### config.mk
export PLATFORM = sky130hd
export DESIGN_NAME = ibex_mem_arbiter_flat
export DESIGN_NICKNAME = d
export VERILOG_FILES = /design/src/rtl/ibex_mem_arbiter_if.sv /design/src/rtl/ibex_mem_arbiter.sv /design/src/flat_wrapper.sv
export SDC_FILE = /design/constraint.sdc
export NUM_CORES = 1
export LEC_CHECK = 0
export CAP_MARGIN = 30
export CORE_AREA = 2 2 109 111
export CTS_CLUSTER_SIZE = 40
export DETAILED_ROUTE_END_ITERATION = 12
export DIE_AREA = 0 0 111 113
export PLACE_DENSITY_LB_ADDON = 0.08
export SYNTH_ARGS = -nofsm -noshare
export SYNTH_HDL_FRONTEND = slang
export SYNTH_SLANG_ARGS = --single-unit
### constraint.sdc
create_clock -name clk_sys -period 3.96 [get_ports clk_sys]
set_clock_uncertainty 0.2 [all_clocks]
set_input_delay 1.188 -clock clk_sys [delete_from_list [all_inputs] [get_ports clk_sys]]
set_output_delay 1.188 -clock clk_sys [all_outputs]
set_load 0.01 [all_outputs]
### src/rtl/ibex_mem_arbiter_if.sv
// Bus bundle between the Ibex instr/data OBI ports, the arbiter and the single-port RAM.
// The arbiter takes the slave view; the core/RAM environment takes the master view.
interface ibex_mem_arbiter_if;
    logic        instr_req;
    logic [31:0] instr_addr;
    logic        instr_gnt;
    logic        instr_rvalid;
    logic [31:0] instr_rdata;
    logic        instr_err;

    logic        data_req;
    logic        data_we;
    logic [3:0]  data_be;
    logic [31:0] data_addr;
    logic [31:0] data_wdata;
    logic        data_gnt;
    logic        data_rvalid;
    logic [31:0] data_rdata;
    logic        data_err;

    logic        mem_req;
    logic        mem_write;
    logic [3:0]  mem_be;
    logic [31:0] mem_addr;
    logic [31:0] mem_wdata;
    logic        mem_rvalid;
    logic [31:0] mem_rdata;

    modport slave (
        input  instr_req, instr_addr,
        output instr_gnt, instr_rvalid, instr_rdata, instr_err,
        input  data_req, data_we, data_be, data_addr, data_wdata,
        output data_gnt, data_rvalid, data_rdata, data_err,
        output mem_req, mem_write, mem_be, mem_addr, mem_wdata,
        input  mem_rvalid, mem_rdata
    );

    modport master (
        output instr_req, instr_addr,
        input  instr_gnt, instr_rvalid, instr_rdata, instr_err,
        output data_req, data_we, data_be, data_addr, data_wdata,
        input  data_gnt, data_rvalid, data_rdata, data_err,
        input  mem_req, mem_write, mem_be, mem_addr, mem_wdata,
        output mem_rvalid, mem_rdata
    );
endinterface

### src/rtl/ibex_mem_arbiter.sv
// Instr/data arbiter in front of one single-port RAM, instr priority with data-starvation override.
// ARB_PERF_CNT_EN adds grant/conflict performance counters.
//   state     | meaning
//   PRI_INSTR | instr wins a simultaneous request; data refusals are counted
//   PRI_DATA  | data starved for STARVE_LIMIT cycles, data wins until granted
module ibex_mem_arbiter #(
    parameter logic [31:0] MEM_START    = 32'h0000_0000,
    parameter int unsigned MEM_SIZE     = 65536,
    parameter int unsigned STARVE_LIMIT = 4
) (
    input  logic              clk_sys,
    input  logic              rst_sys,
    ibex_mem_arbiter_if.slave bus
`ifdef ARB_PERF_CNT_EN
    ,
    output logic [31:0]       instr_gnt_cnt,
    output logic [31:0]       data_gnt_cnt,
    output logic [31:0]       conflict_cnt
`endif
);

    localparam logic [31:0] MEM_MASK = 32'(MEM_SIZE - 1);
    localparam logic [3:0]  LIMIT    = 4'(STARVE_LIMIT);

    typedef enum logic {
        PRI_INSTR = 1'b0,
        PRI_DATA  = 1'b1
    } arb_state_e;

    arb_state_e state_q, state_d;
    logic [3:0] starve_cnt_q, starve_cnt_d;
    logic       pend_instr_q, pend_instr_d;
    logic       pend_data_q, pend_data_d;
    logic       pend_err_q, pend_err_d;

    logic instr_win, data_win;
    logic instr_in_range, data_in_range;

    assign instr_in_range = (bus.instr_addr & ~MEM_MASK) == MEM_START;
    assign data_in_range  = (bus.data_addr & ~MEM_MASK) == MEM_START;

    // Grants are held off during reset so every output reads 0 while rst_sys is high.
    always_comb begin
        instr_win = 1'b0;
        data_win  = 1'b0;
        if (!rst_sys) begin
            if (state_q == PRI_DATA) begin
                data_win  = bus.data_req;
                instr_win = bus.instr_req & ~bus.data_req;
            end else begin
                instr_win = bus.instr_req;
                data_win  = bus.data_req & ~bus.instr_req;
            end
        end
    end

    assign bus.instr_gnt = instr_win;
    assign bus.data_gnt  = data_win;

    always_comb begin
        bus.mem_req   = 1'b0;
        bus.mem_write = 1'b0;
        bus.mem_be    = 4'b0000;
        bus.mem_addr  = 32'h0;
        bus.mem_wdata = 32'h0;
        if (instr_win && instr_in_range) begin
            bus.mem_req  = 1'b1;
            bus.mem_addr = bus.instr_addr;
        end else if (data_win && data_in_range) begin
            bus.mem_req   = 1'b1;
            bus.mem_write = bus.data_we;
            bus.mem_be    = bus.data_be;
            bus.mem_addr  = bus.data_addr;
            bus.mem_wdata = bus.data_wdata;
        end
    end

    always_comb begin
        state_d      = state_q;
        starve_cnt_d = starve_cnt_q;
        if (!bus.data_req || data_win) begin
            starve_cnt_d = 4'd0;
        end else if (starve_cnt_q != LIMIT) begin
            starve_cnt_d = starve_cnt_q + 4'd1;
        end
        case (state_q)
            PRI_INSTR: if (starve_cnt_d == LIMIT) state_d = PRI_DATA;
            PRI_DATA:  if (data_win) state_d = PRI_INSTR;
            default:   state_d = PRI_INSTR;
        endcase
        pend_instr_d = instr_win;
        pend_data_d  = data_win;
        pend_err_d   = (instr_win & ~instr_in_range) | (data_win & ~data_in_range);
    end

    // Response steering: out-of-range completes locally, otherwise the RAM beat goes to the owner.
    always_comb begin
        bus.instr_rvalid = 1'b0;
        bus.instr_err    = 1'b0;
        bus.instr_rdata  = 32'h0;
        bus.data_rvalid  = 1'b0;
        bus.data_err     = 1'b0;
        bus.data_rdata   = 32'h0;
        if (!rst_sys) begin
            if (pend_instr_q) begin
                if (pend_err_q) begin
                    bus.instr_rvalid = 1'b1;
                    bus.instr_err    = 1'b1;
                end else if (bus.mem_rvalid) begin
                    bus.instr_rvalid = 1'b1;
                    bus.instr_rdata  = bus.mem_rdata;
                end
            end
            if (pend_data_q) begin
                if (pend_err_q) begin
                    bus.data_rvalid = 1'b1;
                    bus.data_err    = 1'b1;
                end else if (bus.mem_rvalid) begin
                    bus.data_rvalid = 1'b1;
                    bus.data_rdata  = bus.mem_rdata;
                end
            end
        end
    end

    always_ff @(posedge clk_sys) begin
        if (rst_sys) begin
            state_q      <= PRI_INSTR;
            starve_cnt_q <= 4'd0;
            pend_instr_q <= 1'b0;
            pend_data_q  <= 1'b0;
            pend_err_q   <= 1'b0;
        end else begin
            state_q      <= state_d;
            starve_cnt_q <= starve_cnt_d;
            pend_instr_q <= pend_instr_d;
            pend_data_q  <= pend_data_d;
            pend_err_q   <= pend_err_d;
        end
    end

`ifdef ARB_PERF_CNT_EN
    logic [31:0] instr_gnt_cnt_q, data_gnt_cnt_q, conflict_cnt_q;

    always_ff @(posedge clk_sys) begin
        if (rst_sys) begin
            instr_gnt_cnt_q <= 32'h0;
            data_gnt_cnt_q  <= 32'h0;
            conflict_cnt_q  <= 32'h0;
        end else begin
            if (instr_win) instr_gnt_cnt_q <= instr_gnt_cnt_q + 32'd1;
            if (data_win) data_gnt_cnt_q <= data_gnt_cnt_q + 32'd1;
            if (bus.instr_req && bus.data_req) conflict_cnt_q <= conflict_cnt_q + 32'd1;
        end
    end

    assign instr_gnt_cnt = instr_gnt_cnt_q;
    assign data_gnt_cnt  = data_gnt_cnt_q;
    assign conflict_cnt  = conflict_cnt_q;
`endif

endmodule

### src/flat_wrapper.sv
// flat-port wrapper written by rule: the top's interface ports become plain ports
module ibex_mem_arbiter_flat 
#(
    parameter logic [31:0] MEM_START    = 32'h0000_0000,
    parameter int unsigned MEM_SIZE     = 65536,
    parameter int unsigned STARVE_LIMIT = 4
)
  (clk_sys, rst_sys, bus_instr_req, bus_instr_addr, bus_instr_gnt, bus_instr_rvalid, bus_instr_rdata, bus_instr_err, bus_data_req, bus_data_we, bus_data_be, bus_data_addr, bus_data_wdata, bus_data_gnt, bus_data_rvalid, bus_data_rdata, bus_data_err, bus_mem_req, bus_mem_write, bus_mem_be, bus_mem_addr, bus_mem_wdata, bus_mem_rvalid, bus_mem_rdata);
  ibex_mem_arbiter_if bus_i ();
  input  logic clk_sys;
  input  logic rst_sys;
  input wire logic [$bits(bus_i.instr_req)-1:0] bus_instr_req;
  input wire logic [$bits(bus_i.instr_addr)-1:0] bus_instr_addr;
  output wire logic [$bits(bus_i.instr_gnt)-1:0] bus_instr_gnt;
  output wire logic [$bits(bus_i.instr_rvalid)-1:0] bus_instr_rvalid;
  output wire logic [$bits(bus_i.instr_rdata)-1:0] bus_instr_rdata;
  output wire logic [$bits(bus_i.instr_err)-1:0] bus_instr_err;
  input wire logic [$bits(bus_i.data_req)-1:0] bus_data_req;
  input wire logic [$bits(bus_i.data_we)-1:0] bus_data_we;
  input wire logic [$bits(bus_i.data_be)-1:0] bus_data_be;
  input wire logic [$bits(bus_i.data_addr)-1:0] bus_data_addr;
  input wire logic [$bits(bus_i.data_wdata)-1:0] bus_data_wdata;
  output wire logic [$bits(bus_i.data_gnt)-1:0] bus_data_gnt;
  output wire logic [$bits(bus_i.data_rvalid)-1:0] bus_data_rvalid;
  output wire logic [$bits(bus_i.data_rdata)-1:0] bus_data_rdata;
  output wire logic [$bits(bus_i.data_err)-1:0] bus_data_err;
  output wire logic [$bits(bus_i.mem_req)-1:0] bus_mem_req;
  output wire logic [$bits(bus_i.mem_write)-1:0] bus_mem_write;
  output wire logic [$bits(bus_i.mem_be)-1:0] bus_mem_be;
  output wire logic [$bits(bus_i.mem_addr)-1:0] bus_mem_addr;
  output wire logic [$bits(bus_i.mem_wdata)-1:0] bus_mem_wdata;
  input wire logic [$bits(bus_i.mem_rvalid)-1:0] bus_mem_rvalid;
  input wire logic [$bits(bus_i.mem_rdata)-1:0] bus_mem_rdata;
  assign bus_i.instr_req = bus_instr_req;
  assign bus_i.instr_addr = bus_instr_addr;
  assign bus_instr_gnt = bus_i.instr_gnt;
  assign bus_instr_rvalid = bus_i.instr_rvalid;
  assign bus_instr_rdata = bus_i.instr_rdata;
  assign bus_instr_err = bus_i.instr_err;
  assign bus_i.data_req = bus_data_req;
  assign bus_i.data_we = bus_data_we;
  assign bus_i.data_be = bus_data_be;
  assign bus_i.data_addr = bus_data_addr;
  assign bus_i.data_wdata = bus_data_wdata;
  assign bus_data_gnt = bus_i.data_gnt;
  assign bus_data_rvalid = bus_i.data_rvalid;
  assign bus_data_rdata = bus_i.data_rdata;
  assign bus_data_err = bus_i.data_err;
  assign bus_mem_req = bus_i.mem_req;
  assign bus_mem_write = bus_i.mem_write;
  assign bus_mem_be = bus_i.mem_be;
  assign bus_mem_addr = bus_i.mem_addr;
  assign bus_mem_wdata = bus_i.mem_wdata;
  assign bus_i.mem_rvalid = bus_mem_rvalid;
  assign bus_i.mem_rdata = bus_mem_rdata;
  ibex_mem_arbiter #(.MEM_START(MEM_START), .MEM_SIZE(MEM_SIZE), .STARVE_LIMIT(STARVE_LIMIT)) u_core (.clk_sys(clk_sys), .rst_sys(rst_sys), .bus(bus_i));
endmodule
==> flow_summary.json <==
{
  "cts_max_level": 1,
  "antenna_left": 0,
  "finalHoldViolations": 0,
  "period_share_pct": 105,
  "globalplace.congestion": 0.798,
  "final_cell_mix": "clkdlybuf4s50_1, and2_1, buf_6, and2_4, buf_2",
  "dp_hpwl_um": 7740,
  "grt_max_degree": 17,
  "cp.required_ns": 2.57,
  "final_common_cell": "clkdlybuf4s50_1",
  "post-route-util_pct": 43.1,
  "setup_viol": 54,
  "crit_path_end_kind": "primary output",
  "hold_path_depth": 2,
  "antenna_found_initial": 0,
  "dpl.cell_count": 620,
  "die_area_mm2": 0.0125,
  "cts_tree": "built",
  "peakVddDrop_uv": 96.3,
  "instances_no_fill": 651,
  "synthSimpleGateAreaFrac_pct": 60.9,
  "placed_area_mm2": 0.00429,
  "portBuffers": 261,
  "die_h_um": 113,
  "synth_top_family_by_area": "simple AND/OR/NAND/NOR gates",
  "drive_above_1_share_pct": 40.6,
  "synthAdderAreaFrac_pct": 1.70,
  "area_delta_synth_final_pct": 231,
  "wl_per_cell_um": 15.8,
  "cts.path.max_buffers": 2,
  "r2r_start": "u_core.starve_cnt_q[0]",
  "clock.fmax_mhz": 241,
  "clk_latency_ns": 0.23,
  "antennaDiodeCount": 0,
  "first_pass_iters": 3,
  "cts_sinks": 8,
  "synth-compound-area-share_pct": 12.0,
  "maxCapViolCount": 0,
  "rr_worst_depth": 6,
  "slew_viol_final": 0,
  "hp-class": "reg2reg",
  "drc": 0,
  "syn-instance-count": 216,
  "yosys_warnings": 0,
  "min_period_ns": 4.14,
  "synth-xor-area-share_pct": 0.596,
  "rows": 39,
  "total_power_uw": 457,
  "violations": "setup timing",
  "p_leak_nw": 2.32,
  "rrSetupSlack_ns": 2.39,
  "ios": 278,
  "worst_slack_ns": -0.184,
  "synth-seq-cells": 8,
  "grt_pass1_wl_um": 15000,
  "hold_buffers": 0,
  "grt_pass1_vias": 2680,
  "die_width_um": 111,
  "cp-start-kind": "input port",
  "vias_per_cell": 3.95,
  "syn_area_per_cell_um2": 6.80,
  "cts-buffers-inserted": 3,
  "status": "complete, but fails checks",
  "rsz0062_at_grt": "true",
  "seq_area_frac_synth_pct": 10.9,
  "crit_fanout": 7,
  "p_per_area_mw_per_mm2": 94.1,
  "reg2reg_to": "u_core.state_q",
  "routed_wl_um": 10300,
  "dr_total_vias": 2572,
  "critPathArrivalTime_ns": 2.76,
  "min_to": "u_core.state_q",
  "grtUsageTotal_pct": 15.4,
  "synthMuxAreaShare_pct": 0.681,
  "critPathKind": "in2out",
  "nets": 650,
  "synthDistinctLibCells": 28,
  "final_area_mm2": 0.00486,
  "synthesis.area_mm2": 0.00147,
  "initial_core_util_pct": 13.0,
  "min_from": "u_core.state_q",
  "initialDrtViolationCount": 58,
  "clock-root-buffer": "clkbuf_16",
  "cts.reportedPaths.clkPinSlew_ns": 0.04,
  "core_mm2": 0.0113,
  "hold_slack_ns": 0.314,
  "grt_overflow_total": 0
}
cells in the mapped netlist:
cell type	n	area [µm²]
a22o_1	16	140
nand3b_1	2	15.0
o21ai_0	3	15.0
o22ai_1	1	6.26
ha_1	2	25.0
nand3_1	3	15.0
nand4_1	2	12.5
inv_1	4	15.0
dfxtp_1	8	160
conb_1	1	3.75
buf_2	1	5.00
and2_1	101	632
nor3_2	1	10.0
mux2i_1	1	10.0
a21oi_1	3	15.0
or2_2	1	6.26
clkbuf_1	6	22.5
nor3b_4	1	18.8
clkbuf_2	4	20.0
xnor2_1	1	8.76
nand2b_1	3	18.8
buf_4	17	128
and3_1	1	6.26
and4b_1	1	10.0
nor4_1	8	50.1
nor2b_1	4	25.0
nand2_1	6	22.5
nor2_1	14	52.6
critical path: stages:
cell	delay, ns
buf_6	0.09
nor4_4	0.25
nand4_1	0.21
nor3b_4	0.28
buf_12	0.14
buf_12	0.11
buf_12	0.11
buf_16	0.12
a22o_1	0.12
buf_2	0.13
layout make-up:
type | count | area, µm²
inverters | 4 | 15.0
well taps | 143 | 179
repair buffers | 302 | 3040
multi-input cells | 191 | 1390
clock buffers | 3 | 75.1
flip-flops and latches | 8 | 160
fillers | 1162 | 6410
flip-flops by register name, summed over array words and instances (netlist names):
name                 count
u_core.starve_cnt_q      4
u_core.pend_data_q       1
u_core.pend_err_q        1
u_core.pend_instr_q      1
u_core.state_q           1
power by group:
| part | switching [mW] | total, mW | leakage, nW | internal (mW) |
|---|---|---|---|---|
| Sequential | 0.00223 | 0.0855 | 0.0653 | 0.0833 |
| Combinational | 0.0619 | 0.201 | 2.22 | 0.139 |
| Clock | 0.0409 | 0.171 | 0.0370 | 0.130 |
cells by family (layout without fill, tap and decap cells):
logic type      Yosys count  after routing
flops                     8              8
xor+xnor                  1              1
mux                       1              1
buf+inv                  32            309
other cells               1             16
fa+ha+maj                 2              2
compound gates           23             23
simple gates            148            148
routing by layer:
metal / part of all wire (%) / up-vias / GRT usage, %
met3: 9.2 / 4 / 3.86
met5: 0 / - / 0
met4: 0.53 / 0 / 2.25
li1: - / 1269 / -
met2: 60 / 171 / 34.6
met1: 30 / 1128 / 13.5
per-stage QoR:
step	TNS (ns)	worst slack, ns
after global placement	-75.97	-0.896
after global routing	-11.66	-0.306
final	-5.09	-0.184
after floorplan	0	0.214
after CTS	-6.45	-0.184
after detailed placement	-74.94	-0.865
worst max-delay path by stage:
stage               slack (ns)           endpoint         startpoint
finish                   -0.18    bus_mem_addr[9]  bus_data_addr[29]
floorplan                 0.21   bus_mem_addr[13]  bus_data_addr[26]
CTS                      -0.18    bus_mem_addr[0]  bus_data_addr[23]
global route             -0.31    bus_mem_addr[9]  bus_data_addr[18]
detailed placement       -0.87  bus_mem_wdata[19]  bus_data_addr[26]
global placement         -0.90  bus_mem_wdata[19]  bus_data_addr[25]
timing repair:
| action | CTS | global route |
|---|---|---|
| gates resized for setup | 535 | 71 |
| setup endpoints to repair | 124 | 106 |
| buffers inserted | 17 | 1 |
| gates cloned | 12 | 0 |
| pin swaps | 55 | 13 |
No activity file was read; power rests on OpenSTA's default activity.
